$ cat src/rtl/half_adder_pkg.sv
// rtl/half_adder_pkg.sv - shared constants and helper functions for the half adder
package half_adder_pkg;

    localparam int MAX_WIDTH = 64;

    // The counter must hold WIDTH itself, so it is sized for WIDTH+1 distinct values.
    function automatic int cnt_width(input int width);
        int w;
        w = $clog2(width + 1);
        return (w < 1) ? 1 : w;
    endfunction

    function automatic int popcount(input logic [MAX_WIDTH-1:0] v);
        int n;
        n = 0;
        for (int i = 0; i < MAX_WIDTH; i++) begin
            n = n + int'(v[i]);
        end
        return n;
    endfunction

endpackage

$ cat src/rtl/half_adder_lane.sv
// rtl/half_adder_lane.sv - combinational single-bit half adder cell
module half_adder_lane (
    input  logic a_i,
    input  logic b_i,
    output logic sum_o,
    output logic carry_o
);

    assign sum_o   = a_i ^ b_i;
    assign carry_o = a_i & b_i;

endmodule

$ cat src/rtl/half_adder.sv
// rtl/half_adder.sv - registered lane-parallel half adder; HALF_ADDER_STATS_EN adds sticky carry flag and txn counter
module half_adder
    import half_adder_pkg::*;
#(
    parameter int WIDTH = 1,
    localparam int CNT_W = cnt_width(WIDTH)
) (
    input  logic             clk,
    input  logic             rst,
    input  logic             in_valid,
    input  logic [WIDTH-1:0] a,
    input  logic [WIDTH-1:0] b,
    output logic [WIDTH-1:0] sum,
    output logic [WIDTH-1:0] carry,
    output logic             out_valid,
    output logic [CNT_W-1:0] carry_cnt
`ifdef HALF_ADDER_STATS_EN
    ,
    output logic             any_carry_seen,
    output logic [31:0]      txn_count
`endif
);

    logic [WIDTH-1:0]     lane_sum;
    logic [WIDTH-1:0]     lane_carry;
    logic [MAX_WIDTH-1:0] carry_ext;

    logic [WIDTH-1:0] sum_q, sum_d;
    logic [WIDTH-1:0] carry_q, carry_d;
    logic [CNT_W-1:0] cnt_q, cnt_d;
    logic             valid_q, valid_d;

    for (genvar i = 0; i < WIDTH; i++) begin : g_lane
        half_adder_lane u_lane (
            .a_i    (a[i]),
            .b_i    (b[i]),
            .sum_o  (lane_sum[i]),
            .carry_o(lane_carry[i])
        );
    end

    always_comb begin
        carry_ext = '0;
        carry_ext[WIDTH-1:0] = lane_carry;
    end

    // Data registers only load on a valid sample, so a/b are ignored while idle.
    always_comb begin
        sum_d   = sum_q;
        carry_d = carry_q;
        cnt_d   = cnt_q;
        valid_d = in_valid;
        if (in_valid) begin
            sum_d   = lane_sum;
            carry_d = lane_carry;
            cnt_d   = CNT_W'(popcount(carry_ext));
        end
    end

    always_ff @(posedge clk or posedge rst) begin
        if (rst) begin
            sum_q   <= '0;
            carry_q <= '0;
            cnt_q   <= '0;
            valid_q <= 1'b0;
        end else begin
            sum_q   <= sum_d;
            carry_q <= carry_d;
            cnt_q   <= cnt_d;
            valid_q <= valid_d;
        end
    end

    assign sum       = sum_q;
    assign carry     = carry_q;
    assign carry_cnt = cnt_q;
    assign out_valid = valid_q;

`ifdef HALF_ADDER_STATS_EN
    logic        seen_q, seen_d;
    logic [31:0] txn_q, txn_d;

    always_comb begin
        seen_d = seen_q | (in_valid & (|lane_carry));
        txn_d  = in_valid ? txn_q + 32'd1 : txn_q;
    end

    always_ff @(posedge clk or posedge rst) begin
        if (rst) begin
            seen_q <= 1'b0;
            txn_q  <= '0;
        end else begin
            seen_q <= seen_d;
            txn_q  <= txn_d;
        end
    end

    assign any_carry_seen = seen_q;
    assign txn_count      = txn_q;
`endif

endmodule

$ cat config.mk
export PLATFORM = sky130hd
export DESIGN_NAME = half_adder
export DESIGN_NICKNAME = d
export VERILOG_FILES = /design/src/rtl/half_adder_pkg.sv /design/src/rtl/half_adder_lane.sv /design/src/rtl/half_adder.sv
export SDC_FILE = /design/constraint.sdc
export NUM_CORES = 1
export LEC_CHECK = 0
export ABC_CLOCK_PERIOD_IN_PS = 1040
export CAP_MARGIN = 15
export CORE_AREA = 2 2 39 41
export CTS_BUF_LIST = sky130_fd_sc_hd__clkbuf_2
export DETAILED_ROUTE_END_ITERATION = 12
export DIE_AREA = 0 0 41 43
export GPL_TIMING_DRIVEN = 0
export PLACE_DENSITY = 0.32
export SLEW_MARGIN = 20
export SYNTH_ARGS = -nofsm -noshare
export SYNTH_HDL_FRONTEND = slang
export SYNTH_SLANG_ARGS = --single-unit
$ cat constraint.sdc
create_clock -name clk -period 1.04 [get_ports clk]
set_input_delay 0.208 -clock clk [delete_from_list [all_inputs] [get_ports clk]]
set_output_delay 0.208 -clock clk [all_outputs]
set_load 0.1 [all_outputs]
==> impl_metrics.env, run 1 <==
export IMPL_status="complete, but fails checks"
export IMPL_failed_checks="setup timing"
export IMPL_drt_iter0_drc=1
export IMPL_clk_pin_slew_ps=50
export IMPL_maxCapViolCount=0
export IMPL_hold_violations=0
export IMPL_hp_class="in2async"
export IMPL_power_w=0.000492
export IMPL_multi_input_area_sq_um=35.0
export IMPL_fmax_ghz=0.854
export IMPL_endpoint_kind="output pin"
export IMPL_cts_sinks=3
export IMPL_yosysSeqAreaShare=0.619
export IMPL_synth_cell_types=5
export IMPL_post_place_cells=32
export IMPL_rsz0062_at_grt="yes"
export IMPL_synth_compound_area_share=0
export IMPL_synthAdderAreaFrac=0.103
export IMPL_syn_area_sq_um=121
export IMPL_start_util=0.0877
export IMPL_rows=14
export IMPL_clock_skew_final_ps=0
export IMPL_tightest_slew_ps=278
export IMPL_internal_power_w=0.000292
export IMPL_antenna_left=0
export IMPL_vdd_drop_max_mv=0.690
export IMPL_synth_top_family_by_area="multiplexers"
export IMPL_swShare=0.406
export IMPL_worstPathArrival_ps=960
export IMPL_hold_buffers=0
export IMPL_p_leak_nw=0.122
export IMPL_final_util=0.187
export IMPL_dieArea_sq_um=1760
export IMPL_r2r_start="carry_cnt"
export IMPL_ctsLongestPathBuffers=2
export IMPL_route_vias_total=103
export IMPL_grt_usage=0.0453
export IMPL_avgSynthCellArea_sq_um=15.2
export IMPL_yosys_area_share_simple=0
export IMPL_die_h_um=43
export IMPL_p_sw_w=0.000200
export IMPL_first_global_vias=102
export IMPL_viasPerCell=2.86
export IMPL_dr_pass1_iters=2
export IMPL_drive_gt1_frac=0.700
export IMPL_grt_pass1_wl_um=441
export IMPL_combPwrFrac=0.379
export IMPL_n_fill_cell=151
export IMPL_powerDensity_nw_per_um2=1900
export IMPL_maxSlewViolCount=0
export IMPL_grt_max_degree=4
export IMPL_crit_required_ps=830
export IMPL_regArea_sq_um=81.3
export IMPL_io_pins=9
export IMPL_worst_path_max_fanout=3
export IMPL_netlist_instances=8
export IMPL_wl_um=274
export IMPL_grt_ovfl_total=0
export IMPL_ys_ff_latch=3
export IMPL_die_width_um=41
export IMPL_setup_violations=2
export IMPL_fin_ws_ps=-130
export IMPL_io_buffers=8
export IMPL_drt_wirelength_per_cell_um=7.61
export IMPL_clockPowerShare=0.338
export IMPL_layout_nets=27
export IMPL_antenna_found_initial=0
export IMPL_path_class="reg2out"
export IMPL_synthMuxAreaShare=0.186
export IMPL_dp_hpwl_um=197
export IMPL_min_period_ps=1170
export IMPL_critPathLaunch="carry_cnt"
export IMPL_coreArea_sq_um=1380
export IMPL_root_buffer="clkbuf_2"
export IMPL_slew_headroom=0.816
export IMPL_place_gp_congestion=0.519
export IMPL_htreeDepth=1
export IMPL_synthToLayoutAreaGrowth_pct=113
export IMPL_clock_latency_ps=200
export IMPL_cts_tree="yes"
export IMPL_synth_warnings=0
export IMPL_tns_ps=-223
export IMPL_cts_setup_buffers=0
export IMPL_instances_no_fill=36
export IMPL_diodes=0
export IMPL_start_kind="register"
export IMPL_synth_net_count=14
export IMPL_cts_buffers=3
export IMPL_seq_power_share=0.284
export IMPL_drcViolationCount=0
export IMPL_period_share=1.13
export IMPL_synth_xor_area_frac=0
-- kinds of logic after synthesis --
group | after synthesis
buffers and inverters | 2
DFF | 3
muxes | 2
adders and majority gates | 1
-- layout by cell type, fill, tap and decap left out, drive strengths merged --
master	netlist	layout
clkdlybuf4s50	0	2
inv	1	1
buf	1	5
dfrtp	3	3
mux2	2	2
clkbuf	0	4
ha	1	1
dlygate4sd2	0	2
-- worst paths after layout --
check                       endpoint  slack [ps]  depth (start not counted)
setup / recovery           carry_cnt        -130                          2
hold / removal             carry_cnt         170                          2
setup reg to reg           carry_cnt         190                          1
hold reg to reg                  sum         530                          1
max in group asynchronous  out_valid         720                          2
min in group clk                 sum         480                          3
-- metrics by stage --
step / worst slack [ps] / hold WS, ps / instance area, sq um
2_1_floorplan: -115 / -38.5 / 128
3_3_place_gp: -775 / 392 / 228
3_5_place_dp: -769 / 387 / 228
4_1_cts: -150 / 157 / 255
5_1_grt: -176 / 166 / 259
6_report: -130 / 170 / 259
-- power by group through the flow --
stage	registers (W)	logic (W)	clock network (W)
4_1_cts	0.000140	0.000186	0.000178
2_1_floorplan	0.000224	0.0000442	0
6_report	0.000140	0.000186	0.000166
5_1_grt	0.000142	0.000194	0.000190
3_5_place_dp	0.000139	0.000176	0
3_3_place_gp	0.000139	0.000178	0
-- final cells by class --
class | instances | share of cell area
plain buffers | 1 | 0.0435
clock buffers | 4 | 0.0773
inverters | 1 | 0.0145
multi-input cells | 3 | 0.135
flip-flops and latches | 3 | 0.314
well taps | 16 | 0.0773
repair buffers | 8 | 0.338
-- registers in the layout, indices dropped and copies added, names as in the netlist --
name       count
carry_cnt      1
out_valid      1
sum            1
-- per-layer routing --
metal / global-route usage / up-vias / wire (um)
li1: - / 50 / -
met1: 0.0485 / 43 / 134
met2: 0.0375 / 10 / 89
met3: 0.0628 / 0 / 50
met4: 0.0400 / 0 / 0
met5: 0 / - / 0
-- cell usage after synthesis (all sizes together) --
master,n,area [sq um]
buf,1,7.51
mux2,2,22.5
dfrtp,3,75.1
ha,1,12.5
inv,1,3.75
-- worst max-delay path, stage by stage (launching register included) --
cell     delay (ps)
dfrtp_4         480
buf_6           120
buf_12          150
-- timing repair --
| action | 4_1_cts | 5_1_grt |
|---|---|---|
| pin swaps | 1 | 0 |
| endpoints found under the setup margin | 5 | 4 |
| gates resized for setup | 31 | 1 |
No activity file was read; power rests on OpenSTA's default activity.
==> inputs of run 2 (changes only) <==
--- a/config.mk
+++ b/config.mk
@@ -5,7 +5,8 @@
 export SDC_FILE = /design/constraint.sdc
 export NUM_CORES = 1
 export LEC_CHECK = 0
-export ABC_CLOCK_PERIOD_IN_PS = 1040
+export ABC_AREA = 1
+export ABC_CLOCK_PERIOD_IN_PS = 1500
 export CAP_MARGIN = 15
 export CORE_AREA = 2 2 39 41
 export CTS_BUF_LIST = sky130_fd_sc_hd__clkbuf_2
==> constraint.sdc (replaced) <==
create_clock -name clk -period 1.5 [get_ports clk]
set_input_delay 0.3 -clock clk [delete_from_list [all_inputs] [get_ports clk]]
set_output_delay 0.3 -clock clk [all_outputs]
set_load 0.1 [all_outputs]
==> impl_metrics.env, run 2 <==
export IMPL_swShare=0.397
export IMPL_power_w=0.000308
export IMPL_worstPathArrival_ps=1120
export IMPL_crit_required_ps=1200
export IMPL_ctsLongestPathBuffers=2
export IMPL_critPathBufInv=1
export IMPL_yosysTopAreaCellShare=0.600
export IMPL_endpoint_kind="output pin"
export IMPL_yosysSeqAreaShare=0.600
export IMPL_min_period_ps=1420
export IMPL_p_sw_w=0.000122
export IMPL_synth_cell_types=5
export IMPL_post_place_ws_ps=-365
export IMPL_grt_pass1_wl_um=441
export IMPL_r2r_start="carry_cnt"
export IMPL_rr_worst_depth=2
export IMPL_antenna_found_initial=0
export IMPL_stdcell_area_sq_um=248
export IMPL_critPathSlowestCell="clkdlybuf4s15_2"
export IMPL_period_share=0.944
export IMPL_cts_sinks=3
export IMPL_placed_area_sq_um=226
export IMPL_start_kind="register"
export IMPL_synthToLayoutAreaGrowth_pct=98.0
export IMPL_path_cells="clkdlybuf4s15_2"
export IMPL_htreeDepth=1
export IMPL_clock_latency_ps=200
export IMPL_hold_ws_ps=269
export IMPL_status="finished, final reports clean"
export IMPL_grt_usage=0.0472
export IMPL_rsz0062_at_grt="no"
export IMPL_clock_skew_final_ps=0
export IMPL_worst_path_max_fanout=3
export IMPL_clockPowerShare=0.359
export IMPL_start_util=0.0904
export IMPL_synthArstFlopShare=1.00
export IMPL_die_width_um=41
export IMPL_cts_setup_buffers=0
export IMPL_io_pins=9
export IMPL_diodes=0
export IMPL_synth_net_count=19
export IMPL_layout_nets=32
export IMPL_grt_max_degree=5
export IMPL_syn_area_sq_um=125
export IMPL_path_class="reg2out"
export IMPL_synth_warnings=0
export IMPL_drt_iter0_drc=1
export IMPL_path_delay_family="buffers and inverters"
export IMPL_cp_endpoint="carry"
export IMPL_drcViolationCount=0
export IMPL_critPathLaunch="carry_cnt"
export IMPL_synth_most_common_cell="nand2_1"
export IMPL_ys_dominant_reg_cell="dfrtp_1"
export IMPL_drt_wirelength_per_cell_um=6.49
export IMPL_synth_edf_count=0
export IMPL_r2r_slack_ps=880
export IMPL_route_vias_total=118
export IMPL_powerDensity_nw_per_um2=1240
export IMPL_setup_violations=0
export IMPL_yosys_top_cells_area="dfrtp_1 (60%), nand2_1 (18%), ha_1 (10%)"
export IMPL_n_fill_cell=150
export IMPL_wl_um=266
export IMPL_clk_pin_slew_ps=40
export IMPL_fmax_ghz=0.706
export IMPL_worstSetupPathDepth=1
export IMPL_drive_gt1_frac=0.400
export IMPL_crit_path_max_incr_delay_ps=550
export IMPL_tightest_slew_ps=544
export IMPL_dr_pass1_iters=3
export IMPL_layout_cells_most_common_list="nand2_1 (6), clkbuf_2 (4), clkdlybuf4s50_1 (4)"
export IMPL_vdd_drop_max_mv=0.212
export IMPL_place_gp_congestion=0.584
export IMPL_hp_class="in2async"
export IMPL_cts_resized=13
export IMPL_die_h_um=43
export IMPL_avgSynthCellArea_sq_um=9.62
export IMPL_internal_power_w=0.000186
export IMPL_viasPerCell=2.88
export IMPL_crit_reg2reg_capture="carry_cnt"
export IMPL_hold_violations=0
export IMPL_combPwrFrac=0.341
export IMPL_io_buffers=8
export IMPL_p_leak_nw=0.127
export IMPL_grt_ovfl_total=0
export IMPL_maxCapViolCount=0
export IMPL_ys_ff_latch=3
export IMPL_cts_tree="yes"
export IMPL_root_buffer="clkbuf_2"
export IMPL_rows=14
export IMPL_coreArea_sq_um=1380
export IMPL_netlist_instances=13
export IMPL_synthTopCellsByCount="nand2_1 (6), dfrtp_1 (3), inv_1 (2), buf_4 (1), ha_1 (1)"
export IMPL_slew_headroom=0.639
export IMPL_maxSlewViolCount=0
export IMPL_first_global_vias=124
export IMPL_cts_buffers=3
export IMPL_seq_power_share=0.300
export IMPL_dieArea_sq_um=1760
export IMPL_fin_ws_ps=84.0
export IMPL_antenna_left=0
export IMPL_final_common_cell="nand2_1"
export IMPL_yosys_area_top_type="dfrtp_1"
export IMPL_hold_buffers=0
-- run 2: how the worst min path moves through the flow --
stage,start,end,slack (ps)
floorplan,rst,out_valid,50
global placement,sum,sum,470
detailed placement,sum,sum,470
CTS,rst,sum,260
global route,rst,sum,270
finish,rst,out_valid,270
-- run 2: per-stage QoR --
stage,instances,setup TNS (ps),util
2_1_floorplan,13,0,-
3_3_place_gp,37,-1140,0.164
3_5_place_dp,37,-1150,0.164
4_1_cts,41,0,0.179
5_1_grt,41,0,0.179
6_report,41,0,0.179
-- run 2: cell families after synthesis --
group | after synthesis | share of synthesized area
buffers and inverters | 3 | 0.120
DFF | 3 | 0.600
and+or+nand+nor | 6 | 0.180
adders and majority gates | 1 | 0.100
-- run 2: layout make-up --
class	count	area, sq um	area share
Sequential cell	3	76.3	0.308
Multi-Input combinational cell	7	35.0	0.141
Inverter	2	7.51	0.0303
Buffer	1	7.51	0.0303
Clock buffer	4	20.0	0.0808
Timing Repair Buffer	8	81.3	0.328
Tap cell	16	20.0	0.0808
-- run 2: power by group through the flow --
stage / logic, W / registers, W / clock network, W
after detailed placement: 0.000108 / 0.0000935 / 0
after floorplan: 0.0000271 / 0.000143 / 0
after global routing: 0.000111 / 0.0000934 / 0.000124
after CTS: 0.000106 / 0.0000924 / 0.000118
final: 0.000105 / 0.0000923 / 0.000111
after global placement: 0.000108 / 0.0000932 / 0
-- run 2: routing by layer --
layer,GRT usage,wire [um]
met1,0.0514,113
met2,0.0406,96
met5,0,0
met4,0.0800,0
met3,0.0314,56
